$ cat config.mk
export PLATFORM = sky130hd
export DESIGN_NAME = m_pipe_arst
export DESIGN_NICKNAME = d
export VERILOG_FILES = /design/src/rtl/m_pipe_pkg.sv /design/src/rtl/m_pipe_stage.sv /design/src/rtl/m_pipe_arst.sv
export SDC_FILE = /design/constraint.sdc
export NUM_CORES = 1
export LEC_CHECK = 0
export ABC_AREA = 1
export BUFFER_PORTS_ARGS = -buffer_cell sky130_fd_sc_hd__buf_2
export CAP_MARGIN = 20
export CELL_PAD_IN_SITES_DETAIL_PLACEMENT = 1
export CELL_PAD_IN_SITES_GLOBAL_PLACEMENT = 1
export CORE_AREA = 4 4 56 58
export CTS_CLUSTER_DIAMETER = 150
export DETAILED_ROUTE_END_ITERATION = 16
export DIE_AREA = 0 0 60 62
export PLACE_DENSITY = 0.77
export SLEW_MARGIN = 30
export SYNTH_ARGS = -nofsm -noshare
export SYNTH_HDL_FRONTEND = slang
export SYNTH_HIERARCHICAL = 1
export SYNTH_SLANG_ARGS = --single-unit
$ cat constraint.sdc
create_clock -name CK -period 1.1 [get_ports CK]
set_input_delay 0.22 -clock CK [delete_from_list [all_inputs] [get_ports CK]]
set_output_delay 0.22 -clock CK [all_outputs]
set_load 0.01 [all_outputs]
$ cat src/rtl/m_pipe_pkg.sv
// Shared helpers for the m_pipe_arst elastic register pipeline:
// occupancy-width math and the output hold-stability assertion macro.
`ifndef M_PIPE_PKG_SV
`define M_PIPE_PKG_SV

// A valid word that is not taken must keep valid and data steady until taken or cleared.
`define M_PIPE_ASSERT_HOLD(name, ck, rn, vld, rdy, clr, dat) \
   name: assert property (@(posedge ck) disable iff (!(rn)) \
      ((vld) && !(rdy) && !(clr)) |=> ((vld) && $stable(dat)));

package m_pipe_pkg;

   function automatic int unsigned clog2(input int unsigned n);
      int unsigned r;
      int unsigned v;
      r = 0;
      v = 1;
      while (v < n) begin
         v = v << 1;
         r = r + 1;
      end
      return r;
   endfunction

   // Counter must represent 0..depth inclusive.
   function automatic int unsigned occ_width(input int unsigned depth);
      return clog2(depth + 1);
   endfunction

endpackage

`endif

$ cat src/rtl/m_pipe_stage.sv
// One elastic register slice: data plus valid bit, async active-low reset,
// loads from upstream whenever it is empty or its content moves on.
module m_pipe_stage
   import m_pipe_pkg::*;
#(
   parameter int unsigned      WIDTH   = 8,
   parameter logic [WIDTH-1:0] RST_VAL = '0
) (
   input  logic             CK,
   input  logic             RN,
   input  logic             FLUSH,
   input  logic             up_vld,
   input  logic [WIDTH-1:0] up_data,
   input  logic             dn_rdy,
   output logic             vld,
   output logic [WIDTH-1:0] data,
   output logic             rdy
);

   assign rdy = !vld || dn_rdy;

   always_ff @(posedge CK or negedge RN) begin
      if (!RN) begin
         vld <= 1'b0;
      end else if (FLUSH) begin
         vld <= 1'b0;
      end else if (rdy) begin
         vld <= up_vld;
      end
   end

   // Data only toggles when a real word arrives; bubbles leave it untouched.
   always_ff @(posedge CK or negedge RN) begin
      if (!RN) begin
         data <= RST_VAL;
      end else if (FLUSH) begin
         data <= RST_VAL;
      end else if (rdy && up_vld) begin
         data <= up_data;
      end
   end

endmodule

$ cat src/rtl/m_pipe_arst.sv
// WIDTH-bit, DEPTH-stage elastic register pipeline with collapsing bubbles.
// Optional occupancy counter on OCC enabled by defining M_PIPE_OCC_CNT_EN.
module m_pipe_arst
   import m_pipe_pkg::*;
#(
   parameter int unsigned      WIDTH   = 8,
   parameter int unsigned      DEPTH   = 2,
   parameter logic [WIDTH-1:0] RST_VAL = '0
) (
   input  logic                          CK,
   input  logic                          RN,
   input  logic                          FLUSH,
   input  logic                          IN_VLD,
   output logic                          IN_RDY,
   input  logic [WIDTH-1:0]              D,
   output logic                          OUT_VLD,
   input  logic                          OUT_RDY,
   output logic [WIDTH-1:0]              Q,
   output logic [occ_width(DEPTH)-1:0]   OCC
);

   localparam int unsigned OCC_W = occ_width(DEPTH);

   logic [DEPTH-1:0] stage_vld;
   logic [WIDTH-1:0] stage_data [DEPTH];

   // Stage 0 faces the input, stage DEPTH-1 drives Q; ready ripples backwards.
   for (genvar i = 0; i < DEPTH; i++) begin : g_stage
      logic             up_vld;
      logic [WIDTH-1:0] up_data;
      logic             dn_rdy;
      logic             rdy;

      if (i == 0) begin : g_head
         assign up_vld  = IN_VLD;
         assign up_data = D;
      end else begin : g_body
         assign up_vld  = stage_vld[i-1];
         assign up_data = stage_data[i-1];
      end

      if (i == DEPTH - 1) begin : g_tail
         assign dn_rdy = OUT_RDY;
      end else begin : g_mid
         assign dn_rdy = g_stage[i+1].rdy;
      end

      m_pipe_stage #(
         .WIDTH   (WIDTH),
         .RST_VAL (RST_VAL)
      ) u_stage (
         .CK      (CK),
         .RN      (RN),
         .FLUSH   (FLUSH),
         .up_vld  (up_vld),
         .up_data (up_data),
         .dn_rdy  (dn_rdy),
         .vld     (stage_vld[i]),
         .data    (stage_data[i]),
         .rdy     (rdy)
      );
   end

   assign IN_RDY  = g_stage[0].rdy && !FLUSH;
   assign OUT_VLD = stage_vld[DEPTH-1];
   assign Q       = stage_data[DEPTH-1];

`ifdef M_PIPE_OCC_CNT_EN
   logic             in_hs;
   logic             out_hs;
   logic [OCC_W-1:0] occ;

   assign in_hs  = IN_VLD && IN_RDY;
   assign out_hs = OUT_VLD && OUT_RDY;

   // Net change per edge: push-only +1, pop-only -1, both or neither hold.
   always_ff @(posedge CK or negedge RN) begin
      if (!RN) begin
         occ <= '0;
      end else if (FLUSH) begin
         occ <= '0;
      end else if (in_hs && !out_hs) begin
         occ <= occ + OCC_W'(1);
      end else if (out_hs && !in_hs) begin
         occ <= occ - OCC_W'(1);
      end
   end

   assign OCC = occ;

   a_occ_match: assert property (@(posedge CK) disable iff (!RN)
      OCC == OCC_W'($countones(stage_vld)));
`else
   assign OCC = '0;
`endif

   `M_PIPE_ASSERT_HOLD(a_out_hold, CK, RN, OUT_VLD, OUT_RDY, FLUSH, Q)

endmodule

### Word-level counts from Yosys, hierarchy flattened

Cells that the tools add are included.

* bits in registers: 18
* input bits: 13
* output and inout bits: 12
* logic and storage cells: 24

* mux-type cells: 8
* reduce and logical (&&, ||, !) cells: 12

Operator list (count)
* $mux W8: 4
* $reduce_bool A2 Y1: 4
* $mux W1: 4
* $logic_and A1 B1 Y1: 3
* $logic_not A1 Y1: 3
* $logic_or A1 B1 Y1: 2

### Depth between registers and ports, before layout

* depth in word-level cells: 6
* gate-level depth with buffers: 8
* depth with buffers taken out: 7

### By module

Netlist, hierarchy kept.

Modules (own cells, without submodules)
* m_pipe_stage: times used 2, cells each 41, area each 404.1 um^2, seq. area each 225.2 um^2
* m_pipe_arst: times used 1, cells each 5, area each 28.8 um^2, seq. area each 0.0 um^2

### Worst setup path after synthesis

Ideal clock, no wire load.

* path kind: register to output
* start: register g_stage[1].u_stage.vld
* end: output IN_RDY
* arrival: 1005 ps
* data required time: 880 ps
* slack: -125 ps
* cell stages (with the launch flop): 8
* buffers on the path: 2
* path through: dfrtp_1 nand2_2 buf_6 inv_1 nand2_2 buf_6 inv_1 nor2_2

* cells in the longest elaborated chain, start to end: 4

Ends and longest elaborated chain
* start: declaration: RTL line m_pipe_stage.sv:15 `output logic vld,`
* start signal: assignment: RTL line m_pipe_stage.sv:28 `vld <= up_vld;`
* $logic_not A1 Y1: RTL line m_pipe_stage.sv:20 `assign rdy = !vld || dn_rdy;`
* $logic_or A1 B1 Y1: RTL line m_pipe_stage.sv:20
* net g_stage[0].dn_rdy: RTL line m_pipe_arst.sv:31 `logic dn_rdy;`
* $logic_or A1 B1 Y1: RTL line m_pipe_stage.sv:20
* net g_stage[0].rdy: RTL line m_pipe_arst.sv:32 `logic rdy;`
* $logic_and A1 B1 Y1: RTL line m_pipe_arst.sv:64 `assign IN_RDY = g_stage[0].rdy && !FLUSH;`
* end: declaration: RTL line m_pipe_arst.sv:14 `output logic IN_RDY,`

The timed path passes the listed nets, and every way through them passes these cells.

### Worst setup path in the final report

Ends and elaborated chain as after synthesis.

==> impl_metrics.csv <==
group,metric,value,unit
die,die_h,62,um
worst_setup_path,critical_path.max_fanout,2,
worst_setup_path,r2r-end,"g_stage[0].u_stage/data[5]$_DFFE_PN0P_",
worst_setup_path,timing.critical_path.to,"IN_RDY",
clock_tree,numClockSinks,18,
power_and_ir_drop,ir_drop,469,uV
die,dieArea,3720,sq um
yosys,synth_seq_cells,18,
sta,fmax,0.766,GHz
sta,finalClockSkew,0.000845,ns
finish,final_net_count,126,
die,die-width,60,um
clock_tree,clock_path_buffers,2,
power_and_ir_drop,p_leak,0.590,nW
sta,period_minus_slack,1.31,ns
die,start_util,31.4,%
yosys,netlist-cell-type-count,12,
routing,drt_iter0_drc,2,
yosys,synthDominantCellAreaShare,53.8,%
worst_setup_path,reg2regPathDepth,7,
routing,detail-route-antenna-nets,0,
die,std_cell_rows,19,
placed_design,placement.setup.worst_slack,0.0384,ns
worst_setup_path,critical_path_end_type,"output port",
worst_setup_path,worst_ep_arrival_time,1.09,ns
worst_setup_path,worst_ep_required_time,0.88,ns
grt,vias_in_the_first_global_route,757,
sta,slew_viol_final,0,
job,maxCapViolCount,0,
power_and_ir_drop,report.power.total,1.27,mW
yosys,syn_inst,87,
sta,rsz0062_at_grt,"yes",
yosys,syn_area_per_cell,9.62,sq um
finish,syn_to_final_growth,22.9,%
routing,route.detailed.wl_per_inst,12.6,um
sta,worst_slack,-0.205,ns
worst_setup_path,crit_slowest_cell,"sky130_fd_sc_hd__dfrtp_1",
yosys,yosysWarningCount,6,
status,failed_checks,"setup timing",
grt,grt_usage,11.5,%
routing,via_total_after_detailed_routing,687,
die,fp.coreArea,2660,sq um
clock_tree,cts_tree,"built",
finish,drive_gt1_share,36.6,%
routing,post-route-drc-count,0,
placed_design,gpl.final_weighted_congestion,0.725,
sta,post-route-period-util,119,%
sta,timing_hold_violations_final,0,
worst_setup_path,critPathKind,"flop to output port",
clock_tree,h-tree-depth,1,
finish,layout.area.seq,450,sq um
power_and_ir_drop,power_density,1230,nW/um^2
finish,final_core_utilization,38.6,%
yosys,yosysSeqAreaShare,53.8,%
worst_setup_path,worst_r2r_startpoint,"g_stage[1].u_stage/vld$_DFFE_PN0P_",
worst_hold_path,min-delay-path-class,"input port to flop",
clock_tree,insertion_delay,0.29,ns
worst_setup_path,r2r_setup_slack,0.02,ns
routing,route.detailed.vias_per_inst,4.80,
finish,multi_input_comb_area,314,sq um
routing,postRouteWirelength,1800,um
clock_tree,tritoncts.num_buffers,3,
grt,antenna_found_initial,0,
placed_design,detailed_place_hpwl,1330,um
sta,setup_viol,2,
routing,firstDrtPassIters,3,
finish,nFillCells,327,
clock_tree,clk_root_buffer_cell,"sky130_fd_sc_hd__clkbuf_4",
placed_design,numPortBuffers,22,
grt,global_route.overflow_total,0,
clock_tree,cts.reportedPaths.clkPinSlew,0.10,ns
grt,grt_pass1_wl,3300,um
grt,pin_count_of_the_biggest_net_entering_global_routing,19,
finish,antenna_cells_inserted,0,
worst_setup_path,critPathLaunch,"g_stage[1].u_stage/vld$_DFFE_PN0P_",
worst_setup_path,path_cells,"nand2_2 -> inv_2 -> nand2_4 -> inv_4 -> nor2_4 -> buf_6",
yosys,netlist.top_cell.by_area,"sky130_fd_sc_hd__dfrtp_1",
die,ioPinCount,25,
status,run_status,"finished with violations",
worst_setup_path,critPathMaxStageDelay,0.41,ns
worst_setup_path,worstSetupStartpointType,"flop",
yosys,syn_area,837,sq um
yosys,synth.top_cells.by_area,"sky130_fd_sc_hd__dfrtp_1, sky130_fd_sc_hd__nand4_1, sky130_fd_sc_hd__nand3_1",
## routing by layer
layer  vias up  GRT usage [%]  share of wire [%]
met4         0           5.06                  0
met3         0           2.27                7.3
met2        18           18.1                 47
met1       321           15.6                 46
li1        348              -                  -
met5         -              0                  0
## layout by cell type, fill, tap and decap left out, drive strengths merged
master and count:
dfrtp 18, dlygate4sd3 1, a21oi 2, nand4 16, nand2 20, nor2 1, nand3 16, buf 27
clkbuf 4, conb 2, inv 5
## area by class of cell
class | instances | share of cell area [%]
clock buffer | 4 | 3.53
inverter | 5 | 2.07
multi-input combinational | 57 | 30.5
sequential | 18 | 43.8
tap | 31 | 3.77
timing repair buffer | 28 | 16.3
## critical path: cells and delay by family (launching register included)
kind          cells  cell delay (ns)
simple gates      3             0.21
buf+inv           3             0.17
flops             1             0.41
## cell usage after synthesis
master,number
sky130_fd_sc_hd__buf_4,2
sky130_fd_sc_hd__inv_1,3
sky130_fd_sc_hd__nand3_1,16
sky130_fd_sc_hd__nand4_1,16
sky130_fd_sc_hd__nor2_2,1
sky130_fd_sc_hd__dfrtp_1,18
sky130_fd_sc_hd__nand2_1,16
sky130_fd_sc_hd__inv_2,2
sky130_fd_sc_hd__buf_6,6
sky130_fd_sc_hd__conb_1,1
sky130_fd_sc_hd__nand2_2,4
sky130_fd_sc_hd__a21oi_1,2
## how the worst min path moves through the flow
stage	from	to	slack [ns]	cells after the start
floorplan	RN	g_stage[0].u_stage/data[0]$_DFFE_PN0P_	-0.08	0
global placement	RN	g_stage[0].u_stage/vld$_DFFE_PN0P_	0.16	1
detailed placement	RN	g_stage[0].u_stage/data[2]$_DFFE_PN0P_	0.17	1
CTS	D[7]	g_stage[0].u_stage/data[7]$_DFFE_PN0P_	0.16	3
global route	D[7]	g_stage[0].u_stage/data[7]$_DFFE_PN0P_	0.19	3
finish	D[7]	g_stage[0].u_stage/data[7]$_DFFE_PN0P_	0.18	3
## kinds of logic after synthesis
kind of cell           Yosys count  synth area share, %
AO/OA/AOI/OAI                    2                 1.20
buffers and inverters           13                 12.1
flip-flops                      18                 53.8
other                            1                0.448
AND/OR/NAND/NOR                 53                 32.4
## registers in the layout, indices dropped and copies added, names as in the netlist
register	count
g_stage.u_stage/data	16
g_stage.u_stage/vld	2
## timing repair
| action | CTS | global route |
|---|---|---|
| setup endpoints to repair | 1 | 18 |
| resized for setup | 3 | 3 |
| endpoints found under the hold margin | 18 | 0 |
| gates cloned | 0 | 0 |
| setup buffers | 1 | 2 |
| pin swaps | 2 | 2 |
| hold buffers | 1 | 0 |
## stage by stage
step,area (sq um),cells,hold WS [ns],TNS [ns]
global placement,937,136,0.161,0
floorplan,848,88,-0.0756,-0.0938
finish,1030,143,0.178,-0.287
CTS,1010,142,0.164,-0.219
global route,1030,143,0.186,-0.645
detailed placement,937,136,0.171,0
## where the power goes
part | switching [mW] | leakage, nW | internal [mW]
Sequential | 0.0180 | 0.244 | 0.689
Clock | 0.205 | 0.0210 | 0.202
Combinational | 0.0962 | 0.325 | 0.0595
Note: power is estimated with default switching activity, not from simulation.
